## config.mk

```make
export PLATFORM = sky130hd
export DESIGN_NAME = ps2_keyboard_rx
export DESIGN_NICKNAME = d
export VERILOG_FILES = /design/src/rtl/ps2_pkg.sv /design/src/rtl/ps2_frame_rx.sv /design/src/rtl/ps2_keyboard_rx.sv
export SDC_FILE = /design/constraint.sdc
export NUM_CORES = 2
export LEC_CHECK = 0
export CAP_MARGIN = 40
export CORE_AREA = 4 4 608 610
export CTS_CLUSTER_DIAMETER = 120
export DETAILED_ROUTE_END_ITERATION = 16
export DIE_AREA = 0 0 612 614
export PLACE_DENSITY = 0.41
export SLEW_MARGIN = 20
export SYNTH_ARGS = -nofsm -noshare
export SYNTH_HDL_FRONTEND = slang
export SYNTH_SLANG_ARGS = --single-unit
```

## constraint.sdc

```tcl
create_clock -name c50 -period 6.1 [get_ports c50]
set_clock_uncertainty 0.2 [all_clocks]
set_input_delay 0.61 -clock c50 [delete_from_list [all_inputs] [get_ports c50]]
set_output_delay 0.61 -clock c50 [all_outputs]
set_load 0.02 [all_outputs]
```

## src/rtl/ps2_pkg.sv

```systemverilog
// Shared constants and types for the PS/2 keyboard receiver.
package ps2_pkg;

    localparam logic [7:0] PS2_E0 = 8'hE0;
    localparam logic [7:0] PS2_F0 = 8'hF0;
    localparam logic [7:0] PS2_E1 = 8'hE1;
    localparam logic [7:0] PS2_AA = 8'hAA;
    localparam logic [7:0] PS2_FA = 8'hFA;
    localparam logic [7:0] PS2_EE = 8'hEE;
    localparam logic [7:0] PS2_FE = 8'hFE;

    localparam int unsigned EVT_W       = 10;
    localparam int unsigned EVT_BRK_BIT = 9;
    localparam int unsigned EVT_EXT_BIT = 8;

    localparam logic [2:0] PAUSE_SKIP = 3'd7;

    typedef enum logic [2:0] {
        DEC_IDLE,
        DEC_EXT,
        DEC_BRK,
        DEC_EXT_BRK,
        DEC_PAUSE
    } dec_state_t;

    // Keyboard status/ack bytes that carry no key information when seen outside a sequence.
    function automatic logic is_dropped(input logic [7:0] b);
        return (b == PS2_AA) || (b == PS2_FA) || (b == PS2_EE) || (b == PS2_FE) ||
               (b == 8'h00)  || (b == 8'hFF);
    endfunction

endpackage

```

## src/rtl/ps2_frame_rx.sv

```systemverilog
// PS/2 line conditioning and 11-bit frame deframer with parity check and stall timeout.
module ps2_frame_rx
    import ps2_pkg::*;
#(
    parameter int unsigned FILTER_LEN     = 16,
    parameter int unsigned TIMEOUT_CYCLES = 50000,
    parameter int unsigned CHECK_PARITY   = 1
) (
    input  logic       i_clk,
    input  logic       i_reset,
    input  logic       i_ps2_clk,
    input  logic       i_ps2_dat,
    output logic       o_byte_valid,
    output logic [7:0] o_byte,
    output logic       o_frame_err
);

    localparam int unsigned TW = $clog2(TIMEOUT_CYCLES + 1);

    logic                  r_clk_s1, r_clk_s2;
    logic                  r_dat_s1, r_dat_s2;
    logic [FILTER_LEN-1:0] r_filt;
    logic                  r_fclk, r_fclk_d;
    logic [3:0]            r_bitcnt;
    logic [9:0]            r_shift;
    logic [TW-1:0]         r_to_cnt;

    logic        w_fall;
    logic [10:0] w_frame;
    logic        w_good;
    logic        w_timeout;

    assign w_fall    = r_fclk_d & ~r_fclk;
    // The stop bit is not shifted in; it is checked straight off the synchroniser.
    assign w_frame   = {r_dat_s2, r_shift};
    assign w_good    = ~w_frame[0] & w_frame[10] & ((CHECK_PARITY == 0) | (^w_frame[9:1]));
    assign w_timeout = (r_bitcnt != 4'd0) && !w_fall && (r_to_cnt == TW'(TIMEOUT_CYCLES - 1));

    always_ff @(posedge i_clk) begin
        if (i_reset) begin
            r_clk_s1     <= 1'b1;
            r_clk_s2     <= 1'b1;
            r_dat_s1     <= 1'b1;
            r_dat_s2     <= 1'b1;
            r_filt       <= '1;
            r_fclk       <= 1'b1;
            r_fclk_d     <= 1'b1;
            r_bitcnt     <= 4'd0;
            r_shift      <= '0;
            r_to_cnt     <= '0;
            o_byte_valid <= 1'b0;
            o_byte       <= '0;
            o_frame_err  <= 1'b0;
        end else begin
            r_clk_s1 <= i_ps2_clk;
            r_clk_s2 <= r_clk_s1;
            r_dat_s1 <= i_ps2_dat;
            r_dat_s2 <= r_dat_s1;
            r_filt   <= {r_filt[FILTER_LEN-2:0], r_clk_s2};
            if (r_filt == '1) begin
                r_fclk <= 1'b1;
            end else if (r_filt == '0) begin
                r_fclk <= 1'b0;
            end
            r_fclk_d     <= r_fclk;
            o_byte_valid <= 1'b0;
            o_frame_err  <= 1'b0;

            if (w_fall) begin
                r_to_cnt <= '0;
                if (r_bitcnt == 4'd10) begin
                    r_bitcnt <= 4'd0;
                    if (w_good) begin
                        o_byte_valid <= 1'b1;
                        o_byte       <= w_frame[8:1];
                    end else begin
                        o_frame_err <= 1'b1;
                    end
                end else begin
                    r_bitcnt <= r_bitcnt + 4'd1;
                    r_shift  <= {r_dat_s2, r_shift[9:1]};
                end
            end else if (r_bitcnt != 4'd0) begin
                if (w_timeout) begin
                    o_frame_err <= 1'b1;
                    r_bitcnt    <= 4'd0;
                    r_to_cnt    <= '0;
                end else begin
                    r_to_cnt <= r_to_cnt + 1'b1;
                end
            end else begin
                r_to_cnt <= '0;
            end
        end
    end

endmodule

```

## src/rtl/ps2_keyboard_rx.sv

```systemverilog
// PS/2 keyboard receiver: scan-code decoder, key-state bitmaps and a FWFT event FIFO.
module ps2_keyboard_rx
    import ps2_pkg::*;
#(
    parameter int unsigned FILTER_LEN     = 16,
    parameter int unsigned TIMEOUT_CYCLES = 50000,
    parameter int unsigned FIFO_DEPTH     = 8,
    parameter int unsigned CHECK_PARITY   = 1,
    parameter int unsigned REPEAT_FILTER  = 1
) (
    input  logic         c50,
    input  logic         reset,
    input  logic         ps2_clk,
    input  logic         ps2_dat,
    output logic         evt_valid,
    input  logic         evt_ready,
    output logic [9:0]   evt_data,
    output logic [511:0] key_down,
    output logic [511:0] make_sticky,
    output logic [511:0] break_sticky,
    input  logic         clr_make,
    input  logic         clr_break,
    input  logic         clr_status,
    output logic [23:0]  last_seq,
    output logic         frame_err,
    output logic         overflow
);

    localparam int unsigned AW = $clog2(FIFO_DEPTH);

    logic       w_byte_valid;
    logic [7:0] w_byte;
    logic       w_frame_err;

    ps2_frame_rx #(
        .FILTER_LEN     (FILTER_LEN),
        .TIMEOUT_CYCLES (TIMEOUT_CYCLES),
        .CHECK_PARITY   (CHECK_PARITY)
    ) u_frame_rx (
        .i_clk        (c50),
        .i_reset      (reset),
        .i_ps2_clk    (ps2_clk),
        .i_ps2_dat    (ps2_dat),
        .o_byte_valid (w_byte_valid),
        .o_byte       (w_byte),
        .o_frame_err  (w_frame_err)
    );

    dec_state_t r_state, w_state_nx;
    logic [2:0] r_skip, w_skip_nx;
    logic       w_key_evt, w_brk, w_ext;

    always_ff @(posedge c50) begin
        if (reset) begin
            r_state <= DEC_IDLE;
            r_skip  <= 3'd0;
        end else begin
            r_state <= w_state_nx;
            r_skip  <= w_skip_nx;
        end
    end

    always_comb begin
        w_state_nx = r_state;
        w_skip_nx  = r_skip;
        w_key_evt  = 1'b0;
        w_brk      = 1'b0;
        w_ext      = 1'b0;
        if (w_frame_err) begin
            w_state_nx = DEC_IDLE;
        end else if (w_byte_valid) begin
            case (r_state)
                DEC_IDLE: begin
                    if (w_byte == PS2_E0) begin
                        w_state_nx = DEC_EXT;
                    end else if (w_byte == PS2_F0) begin
                        w_state_nx = DEC_BRK;
                    end else if (w_byte == PS2_E1) begin
                        w_state_nx = DEC_PAUSE;
                        w_skip_nx  = PAUSE_SKIP;
                    end else if (!is_dropped(w_byte)) begin
                        w_key_evt = 1'b1;
                    end
                end
                DEC_EXT: begin
                    if (w_byte == PS2_F0) begin
                        w_state_nx = DEC_EXT_BRK;
                    end else if (w_byte != PS2_E0) begin
                        w_key_evt  = 1'b1;
                        w_ext      = 1'b1;
                        w_state_nx = DEC_IDLE;
                    end
                end
                DEC_BRK: begin
                    w_key_evt  = 1'b1;
                    w_brk      = 1'b1;
                    w_state_nx = DEC_IDLE;
                end
                DEC_EXT_BRK: begin
                    w_key_evt  = 1'b1;
                    w_brk      = 1'b1;
                    w_ext      = 1'b1;
                    w_state_nx = DEC_IDLE;
                end
                DEC_PAUSE: begin
                    w_skip_nx = r_skip - 3'd1;
                    if (r_skip == 3'd1) begin
                        w_state_nx = DEC_IDLE;
                    end
                end
                default: w_state_nx = DEC_IDLE;
            endcase
        end
    end

    logic [511:0]     r_key_down, r_make_sticky, r_break_sticky;
    logic [23:0]      r_last_seq;
    logic [8:0]       w_key;
    logic             w_push;
    logic [EVT_W-1:0] w_push_data;

    assign w_key       = {w_ext, w_byte};
    // A held key's typematic repeat is swallowed entirely, including the sticky update.
    assign w_push      = w_key_evt & (w_brk | ~((REPEAT_FILTER != 0) & r_key_down[w_key]));
    assign w_push_data = {w_brk, w_ext, w_byte};

    always_ff @(posedge c50) begin
        if (reset) begin
            r_key_down     <= '0;
            r_make_sticky  <= '0;
            r_break_sticky <= '0;
            r_last_seq     <= '0;
        end else begin
            if (clr_make) begin
                r_make_sticky <= '0;
            end
            if (clr_break) begin
                r_break_sticky <= '0;
            end
            if (w_key_evt) begin
                r_last_seq <= {(w_ext ? PS2_E0 : 8'h00), (w_brk ? PS2_F0 : 8'h00), w_byte};
                if (w_brk) begin
                    r_key_down[w_key]     <= 1'b0;
                    r_break_sticky[w_key] <= 1'b1;
                end else if (w_push) begin
                    r_key_down[w_key]    <= 1'b1;
                    r_make_sticky[w_key] <= 1'b1;
                end
            end
        end
    end

    logic [EVT_W-1:0] r_mem [FIFO_DEPTH];
    logic [AW-1:0]    r_wr, r_rd;
    logic [AW:0]      r_count;
    logic             r_overflow;
    logic             w_full, w_pop, w_wr;

    assign evt_valid = (r_count != '0);
    assign w_full    = (r_count == (AW+1)'(FIFO_DEPTH));
    assign w_pop     = evt_valid & evt_ready;
    assign w_wr      = w_push & (~w_full | w_pop);

    always_ff @(posedge c50) begin
        if (w_wr) begin
            r_mem[r_wr] <= w_push_data;
        end
    end

    always_ff @(posedge c50) begin
        if (reset) begin
            r_wr       <= '0;
            r_rd       <= '0;
            r_count    <= '0;
            r_overflow <= 1'b0;
        end else begin
            if (w_wr) begin
                r_wr <= r_wr + 1'b1;
            end
            if (w_pop) begin
                r_rd <= r_rd + 1'b1;
            end
            if (w_wr && !w_pop) begin
                r_count <= r_count + 1'b1;
            end else if (!w_wr && w_pop) begin
                r_count <= r_count - 1'b1;
            end
            if (clr_status) begin
                r_overflow <= 1'b0;
            end
            if (w_push && w_full && !w_pop) begin
                r_overflow <= 1'b1;
            end
        end
    end

    assign evt_data     = evt_valid ? r_mem[r_rd] : '0;
    assign key_down     = r_key_down;
    assign make_sticky  = r_make_sticky;
    assign break_sticky = r_break_sticky;
    assign last_seq     = r_last_seq;
    assign frame_err    = w_frame_err;
    assign overflow     = r_overflow;

endmodule

```

# Word level (Yosys, flattened, before mapping)
# Memory sizes are Yosys's and may differ from the RTL's. A register that Yosys moved wholly into a read port is not among the register bits.
# Cells that the tools add are included.
# W data, S select, Z words.
[totals] mem_bits_rw=80 wordCells=178 input_bits=8 register_bits=1639 memories=1
[memory_table] name="r_mem" words=8 width=10 read_ports=1 rd_clocked_by_memory_dff=1 write_ports=1 line="ps2_keyboard_rx.sv:153" text="logic [EVT_W-1:0] r_mem [FIFO_DEPTH];"
[op_classes] n_bitwise=21 add_sub_neg=7 n_reduce_logical=38 n_eq_ne=24 n_lt_le_gt_ge=2 n_mux=62
[op_table] operator="$mux W512" n=11
[op_table] operator="$or A512 B512 Y512" n=3
[op_table] operator="$and A512 B512 Y512" n=1
[op_table] operator="$not A512 Y512" n=1
[op_table] operator="$eq A8 B8 Y1 const B" n=8
[op_table] operator="$mux W3" n=11
[op_table] operator="$eq A16 B16 Y1 const B" n=2
[op_table] operator="$mux W1" n=25
[op_table] operator="$mux W4" n=6
[op_table] operator="$add A16 B1 Y16 const B" n=1
[op_table] operator="$logic_not A16 Y1" n=1
[op_table] operator="$mux W8" n=2
[op_table] operator="$reduce_bool A2 Y1" n=6
[op_table] operator="$lt A9 B10 Y1 const B" n=1
[op_table] operator="$mux W10" n=1
[op_table] operator="$bmux W1 S9" n=1
[op_table] operator="$demux W1 S9" n=1
[op_table] operator="$ge A9 B1 Y1 const B" n=1
[op_table] operator="$pmux W3 S3" n=1
[op_table] operator="$reduce_xor A9 Y1" n=1
[op_table] operator="$add A4 B1 Y4 const B" n=2
[op_table] operator="$eq A4 B4 Y1 const B" n=2
[op_table] operator="$logic_not A8 Y1" n=1
[op_table] operator="$ne A2 B2 Y1 const B" n=4
[op_table] operator="other kinds (27)" n=60

# Logic depth before layout (Yosys ltp)
[depth] word_depth=19 mapped_depth=24

# By module
# Synthesis repeated with hierarchy kept, for this count alone.
[hier_totals] hier_cells=6791 hier_area_um2=64494.4
[modules_own_cells] mod="ps2_keyboard_rx" instances=1 area_per_inst_um2=61941.9 seq_area_each_um2=33752.4 cells_per_inst=6529
[modules_own_cells] mod="ps2_frame_rx" instances=1 area_per_inst_um2=2552.4 seq_area_each_um2=1241.2 cells_per_inst=262

# Worst setup path after synthesis
# OpenSTA, ideal clock, no wires.
[synth_path] path_kind="register to register" from="register u_frame_rx.o_byte[1]" to="memory r_mem[2][0], enable pin" t_arrival_ps=3857 setup_slack_ps=1636 required_time_ps=5493 path_stages_with_launch=15 setup_ps=407 period_less_slack_ps=4464 n_path_buf=7 path_cell_list="dfxtp_1 -> buf_4 -> buf_4 -> buf_4 -> buf_2 -> buf_2 -> mux4_2 -> a211oi_1 -> nor3_1 -> nand4_1 -> o21a_1 -> buf_6 -> buf_6 -> nand2_1 -> nor4b_1"
[synth_via] elab_chain_len=17 word_cells_on_any_way=35
[synth_lines] element="start, declared" line="ps2_frame_rx.sv:14" text="output logic [7:0] o_byte,"
[synth_lines] element="start signal, assigned" line="ps2_frame_rx.sv:75" text="o_byte <= w_frame[8:1];"
[synth_lines] element="parallel branches: the longest is 13 deep, another holds $bmux W1 S9"
[synth_lines] element="$and A1 B1 Y1 (*)" line="ps2_keyboard_rx.sv:124" text="assign w_push = w_key_evt & (w_brk | ~((REPEAT_FILTER != 0) & r_key_down[w_key]));"
[synth_lines] element="$and A1 B1 Y1 (*)" line="ps2_keyboard_rx.sv:162" text="assign w_wr = w_push & (~w_full | w_pop);"
[synth_lines] element="$mux W1 (*)" line="ps2_keyboard_rx.sv:165" text="if (w_wr) begin"
[synth_lines] element="$mux W1 (implied by the code) (*)" line="ps2_keyboard_rx.sv:166" text="r_mem[r_wr] <= w_push_data;"
[synth_lines] element="end, declared" line="ps2_keyboard_rx.sv:153"
# Every way passes the cells marked *. The select of a mux whose other input is x is not followed.

# Worst setup path after layout
[layout_path] from="register u_frame_rx.o_byte[1]" to="register r_count[3]"
[layout_via] elab_chain_len=18 word_cells_on_any_way=38
[layout_lines] element="parallel branches: the longest is 13 deep, another holds $bmux W1 S9"
[layout_lines] element="$and A1 B1 Y1 (*)" line="ps2_keyboard_rx.sv:124"
[layout_lines] element="$and A1 B1 Y1 (*)" line="ps2_keyboard_rx.sv:162"
[layout_lines] element="via w_wr" line="ps2_keyboard_rx.sv:157" text="logic w_full, w_pop, w_wr;"
[layout_lines] element="$logic_not A1 Y1" line="ps2_keyboard_rx.sv:185" text="end else if (!w_wr && w_pop) begin"
[layout_lines] element="$logic_and A1 B1 Y1" line="ps2_keyboard_rx.sv:185"
[layout_lines] element="$reduce_bool A2 Y1 (no source line)"
[layout_lines] element="end signal, assigned" line="ps2_keyboard_rx.sv:184" text="r_count <= r_count + 1'b1;"
[layout_lines] element="end signal, assigned" line="ps2_keyboard_rx.sv:186" text="r_count <= r_count - 1'b1;"
[layout_lines] element="end, declared" line="ps2_keyboard_rx.sv:155" text="logic [AW:0] r_count;"
# Mark *: on every way through the listed nets, which the timed path passes. The select of a mux whose other input is x is not followed.
# A chain may end at the register's enable or synchronous reset.

==> tab_implementation.tex <==
\begin{tabular}{lr}
\hline
Metric & Value \\
\hline
\multicolumn{2}{l}{\textbf{Timing}} \\
Setup repair after global routing missed its margin & no \\
Fraction of the cycle the final worst path needs & 93.8\% \\
Worst-margin pin slew & 1.30 ns \\
Crit path setup slack, layout & 0.377 ns \\
Fin. Hold Viols & 0 \\
Final worst hold slack & between 0.2 and 0.25 ns \\
Crit path time final & between 5 and 6 ns \\
Highest attainable clock frequency & 0.175 GHz \\
Slew Limit Fails & 0 \\
Tightest slew margin relative to the limit & 13.7\% \\
Number of failing setup endpoints in the final timing report & 0 \\
\multicolumn{2}{l}{\textbf{Pwr}} \\
Static leakage & about 0.029 uW \\
Highest ir drop seen on vdd & 256 uV \\
Reported net switching power & 5880 uW \\
Share of power burned in registers & 45.7\% \\
Internal power of the cells & 18800 uW \\
Share of total power in combinational logic & approximately 3\% \\
Pwr Density & $\sim$270 nW/um\^{}2 \\
Fraction of power consumed by the clock network & 51.3\% \\
Sw frac & 23.9\% \\
\multicolumn{2}{l}{\textbf{Placement}} \\
Worst slack at placement & roughly 0.23 ns \\
Placed cell areas & 85900 sq um \\
Placed Cells & 12500 \\
Gpl congestion & 0.843 \\
Post-DP HPWL & 305 mm \\
I/O Buffers & 1571 \\
\multicolumn{2}{l}{\textbf{Global route}} \\
Antenna violations before repair & 19 \\
Global route total overflow & 0 \\
First-pass GRT wire length & approximately 540 mm \\
Via count of the first global-routing pass & 57600 \\
Pin count of the biggest net entering global routing & roughly 210 \\
GR Util All Layers & 20.7\% \\
\multicolumn{2}{l}{\textbf{Clocking}} \\
Post-CTS Setup Repair Bufs & 0 \\
Longest Clk Path Bufs & 4 \\
Number of instances resized during post-cts repair & 0 \\
Clock tree root buffer cell & sky130\_fd\_sc\_hd\_\_clkbuf\_16 \\
Clock-pin slew of the registers on the worst-case setup and hold paths & 0.06 ns \\
CTS tree & built \\
CTS Sinks & 1708 \\
Clock network latency to the later pin of the worst-skew pair & 0.90 ns \\
Number of clock buffers inserted by TritonCTS & $\sim$210 \\
Number of H-tree levels & 4 \\
\multicolumn{2}{l}{\textbf{Detailed routing}} \\
Overall routed net length & 412 mm \\
Length of routed met3 wiring & 32.4 mm \\
Top routing layer in use & met5 \\
Detailed-route wire length per cell & 31.9 microns \\
Number of remaining DRC errors & 0 \\
First-pass iteration count of the detailed router & 5 \\
Sum of routed wire segments on met1 & 152 mm \\
Detailed-routed wire length on met2 & 202 mm \\
Starting DRT DRC Count & 5383 \\
Via Count & between 60000 and 70000 \\
Average via count per standard cell & between 4 and 5 \\
Remaining antenna violation count after routing & 0 \\
\multicolumn{2}{l}{\textbf{Critical path}} \\
Worst Path Max Fanout & 26 \\
Slowest stage cell on the critical path & sky130\_fd\_sc\_hd\_\_dfxtp\_4 \\
Largest incremental delay on the critical path & 0.78 ns \\
Kind of cell with the highest combined delay on the critical path & simple AND/OR/NAND/NOR gates \\
Ordered cell list for the critical path & buf\_4 > mux2i\_1 > a22oi\_1 > a21boi\_1 > o21ai\_1 > buf\_4 > nand4\_1 > nor4\_2 > nand4\_1 > o21a\_4 > nand2\_1 > inv\_1 > ha\_1 > inv\_1 > ha\_1 > a21o\_1 > a21oi\_1 > xnor2\_1 > or3\_1 > a21oi\_1 \\
Sort of element at the end of the critical path & register \\
Type of the worst setup path & register to register \\
Buffer and inverter count on the worst path & 4 \\
Worst Setup Start Kind & register \\
CP required & between 6 and 7 ns \\
CP arrival & approximately 6.3 ns \\
\multicolumn{2}{l}{\textbf{Flow run}} \\
Max\_cap viols & 0 \\
\multicolumn{2}{l}{\textbf{Yosys}} \\
Synthesized netlist cell count & 6581 \\
\#FFs+latches synth & 1708 \\
Proportion of netlist area held by the largest area contributor & 51.3\% \\
Largest area contributor in the netlist & sky130\_fd\_sc\_hd\_\_dfxtp\_1 \\
Top FF cell, synth & sky130\_fd\_sc\_hd\_\_dfxtp\_1 \\
Number of synthesized flops with an enable pin & 80 \\
Sequential area share after synthesis & 55.1\% \\
Post-synthesis cell type count & 69 \\
Netlist area before placement & 63500 sq um \\
Leading cell types by total area after synthesis & sky130\_fd\_sc\_hd\_\_dfxtp\_1, sky130\_fd\_sc\_hd\_\_a311oi\_1, sky130\_fd\_sc\_hd\_\_a22oi\_1 \\
Post-Synthesis Mean Instance Area & 9.65 sq um \\
Fraction of registers with async set/reset & 0\% \\
Ys Warns & 0 \\
\multicolumn{2}{l}{\textbf{Final layout}} \\
Layout-stage area growth over the synthesis result & 46.2\% \\
Final standard cell count with taps included and fillers excluded & 12900 \\
Fraction of layout instances using a drive strength above 1 & roughly 11\% \\
Count of filler cells inserted in the layout & 38700 \\
Number of nets in the final layout & 7939 \\
Fin area & 92900 sq um \\
Sequential cell area & 35000 sq um \\
Multi-input combinational cell area & 25800 sq um \\
\multicolumn{2}{l}{\textbf{Hold path}} \\
Worst min path class & input pin to register \\
\multicolumn{2}{l}{\textbf{Floorplanning}} \\
I/O pin cnt & 1581 \\
Initial Utilization & 17.4\% \\
DIE WIDTH & 612 microns \\
Die Outline Area & between 300000 and 400000 sq um \\
Height of the die & 614 microns \\
Floorplan core area & approximately 360000 sq um \\
Total number of placement rows & 222 \\
\multicolumn{2}{l}{\textbf{Run status}} \\
Outcome & completed \\
\hline
\end{tabular}
repair_timing:
item	in CTS	in global routing
setup endpoints to repair	0	0
endpoints found under the hold margin	20	0
hold buffers	1	0
layout make-up:
class | count | area share, %
clock inverter | 79 | 0.874
tap | 4816 | 6.49
antenna | 18 | 0.0485
timing repair buffer | 1886 | 20.5
clock buffer | 297 | 6.53
sequential | 1708 | 37.7
multi-input combinational | 4092 | 27.8
inverter | 20 | 0.0970
synth_stat cells (4+ instances only):
cell and count:
sky130_fd_sc_hd__xor2_1 12, sky130_fd_sc_hd__nor2_1 628, sky130_fd_sc_hd__nor3_1 41, sky130_fd_sc_hd__buf_2 68
sky130_fd_sc_hd__a31oi_1 40, sky130_fd_sc_hd__nor4b_1 4, sky130_fd_sc_hd__nand2b_1 23, sky130_fd_sc_hd__mux4_2 86
sky130_fd_sc_hd__and2_1 18, sky130_fd_sc_hd__mux2_2 6, sky130_fd_sc_hd__o21ai_0 283, sky130_fd_sc_hd__nor4_1 13
sky130_fd_sc_hd__ha_1 11, sky130_fd_sc_hd__mux2i_1 156, sky130_fd_sc_hd__nand4b_1 5, sky130_fd_sc_hd__nand3_1 53
sky130_fd_sc_hd__a22o_1 21, sky130_fd_sc_hd__a311oi_1 448, sky130_fd_sc_hd__nand4_2 5, sky130_fd_sc_hd__nand4_1 34
sky130_fd_sc_hd__a211oi_1 57, sky130_fd_sc_hd__or2_2 26, sky130_fd_sc_hd__a41oi_1 16, sky130_fd_sc_hd__buf_6 14
sky130_fd_sc_hd__clkbuf_1 620, sky130_fd_sc_hd__nor2b_1 19, sky130_fd_sc_hd__xnor2_1 15, sky130_fd_sc_hd__and3_1 8
sky130_fd_sc_hd__o31ai_2 9, sky130_fd_sc_hd__buf_4 35, sky130_fd_sc_hd__buf_1 32, sky130_fd_sc_hd__a21oi_1 541
sky130_fd_sc_hd__dfxtp_1 1628, sky130_fd_sc_hd__nand2_1 701, sky130_fd_sc_hd__or3_1 13, sky130_fd_sc_hd__nor3b_1 18
sky130_fd_sc_hd__and3b_1 6, sky130_fd_sc_hd__a32oi_1 5, sky130_fd_sc_hd__a22oi_1 514, sky130_fd_sc_hd__inv_1 18
sky130_fd_sc_hd__edfxtp_1 80, sky130_fd_sc_hd__o21ai_1 188, sky130_fd_sc_hd__o31ai_1 14, sky130_fd_sc_hd__a32o_1 8
worst min-delay path: stages:
cell	delay, ns
sky130_fd_sc_hd__clkdlybuf4s50_1	0.47
sky130_fd_sc_hd__nand2b_1	0.12
sky130_fd_sc_hd__a21oi_1	0.06
metrics by stage:
| step | util, % | TNS (ns) | total power, uW |
|---|---|---|---|
| after floorplan | - | 0 | 11900 |
| after global placement | 23.3 | -16.23 | 12200 |
| after detailed placement | 23.6 | 0 | 12200 |
| after CTS | 25.4 | 0 | 25000 |
| after global routing | 25.5 | 0 | 25400 |
| final | 25.5 | 0 | 24700 |
power groups by stage:
stage | logic, uW | clock network (uW) | registers (uW)
6_report | 740 | 12600 | 11300
4_1_cts | 716 | 13000 | 11300
2_1_floorplan | 427 | 0 | 11500
3_3_place_gp | 705 | 0 | 11500
5_1_grt | 783 | 13300 | 11300
3_5_place_dp | 715 | 0 | 11500
placed cells by master (no fill, tap or decap), types with 43 or more instances in the layout:
master / synthesis / final
sky130_fd_sc_hd__buf_4: 35 / 238
sky130_fd_sc_hd__dfxtp_1: 1628 / 1618
sky130_fd_sc_hd__o21ai_0: 283 / 283
sky130_fd_sc_hd__nand3_1: 53 / 52
sky130_fd_sc_hd__a211oi_1: 57 / 56
sky130_fd_sc_hd__a21oi_1: 541 / 540
sky130_fd_sc_hd__mux2i_1: 156 / 155
sky130_fd_sc_hd__clkbuf_1: 620 / 44
sky130_fd_sc_hd__a311oi_1: 448 / 448
sky130_fd_sc_hd__o21ai_1: 188 / 188
sky130_fd_sc_hd__clkdlybuf4s50_1: 0 / 1570
sky130_fd_sc_hd__buf_12: 0 / 43
sky130_fd_sc_hd__clkbuf_16: 0 / 215
sky130_fd_sc_hd__nand2_1: 701 / 699
sky130_fd_sc_hd__edfxtp_1: 80 / 80
sky130_fd_sc_hd__mux4_2: 86 / 86
sky130_fd_sc_hd__a22oi_1: 514 / 514
sky130_fd_sc_hd__nor2_1: 628 / 574
metal layers:
| metal | global-route usage [%] | vias up |
|---|---|---|
| met4 | 10.8 | 2 |
| met5 | 0 | - |
| li1 | - | 26700 |
| met3 | 5.77 | 627 |
| met2 | 36.0 | 2763 |
| met1 | 22.8 | 30300 |
cell families (layout without fill, tap and decap cells):
| family | after synthesis | in the layout | synth area share, % |
|---|---|---|---|
| and+or+nand+nor | 1631 | 1631 | 10.9 |
| DFF | 1708 | 1708 | 55.1 |
| AOI/OAI and AO/OA | 2164 | 2164 | 22.6 |
| buffers and inverters | 789 | 2282 | 5.17 |
| other | 1 | 27 | 0.00591 |
| xor gates and xnor gates | 27 | 27 | 0.372 |
| muxes | 249 | 249 | 5.63 |
| adders and majority gates | 12 | 12 | 0.248 |
final timing paths:
check / start / to / slack (ns) / cells after the start
worst max register to register: u_frame_rx.o_byte[1]$_SDFFE_PP0P_ / r_count[3]$_SDFFE_PP0P_ / 0.38 / 20
worst max-delay path: u_frame_rx.o_byte[1]$_SDFFE_PP0P_ / r_count[3]$_SDFFE_PP0P_ / 0.38 / 20
worst min-delay path: clr_status / overflow$_SDFFE_PP0P_ / 0.20 / 3
worst min register to register: u_frame_rx.r_dat_s1$_SDFF_PP1_ / u_frame_rx.r_dat_s2$_SDFF_PP1_ / 0.21 / 1
Power figures use the tool's default switching activity.
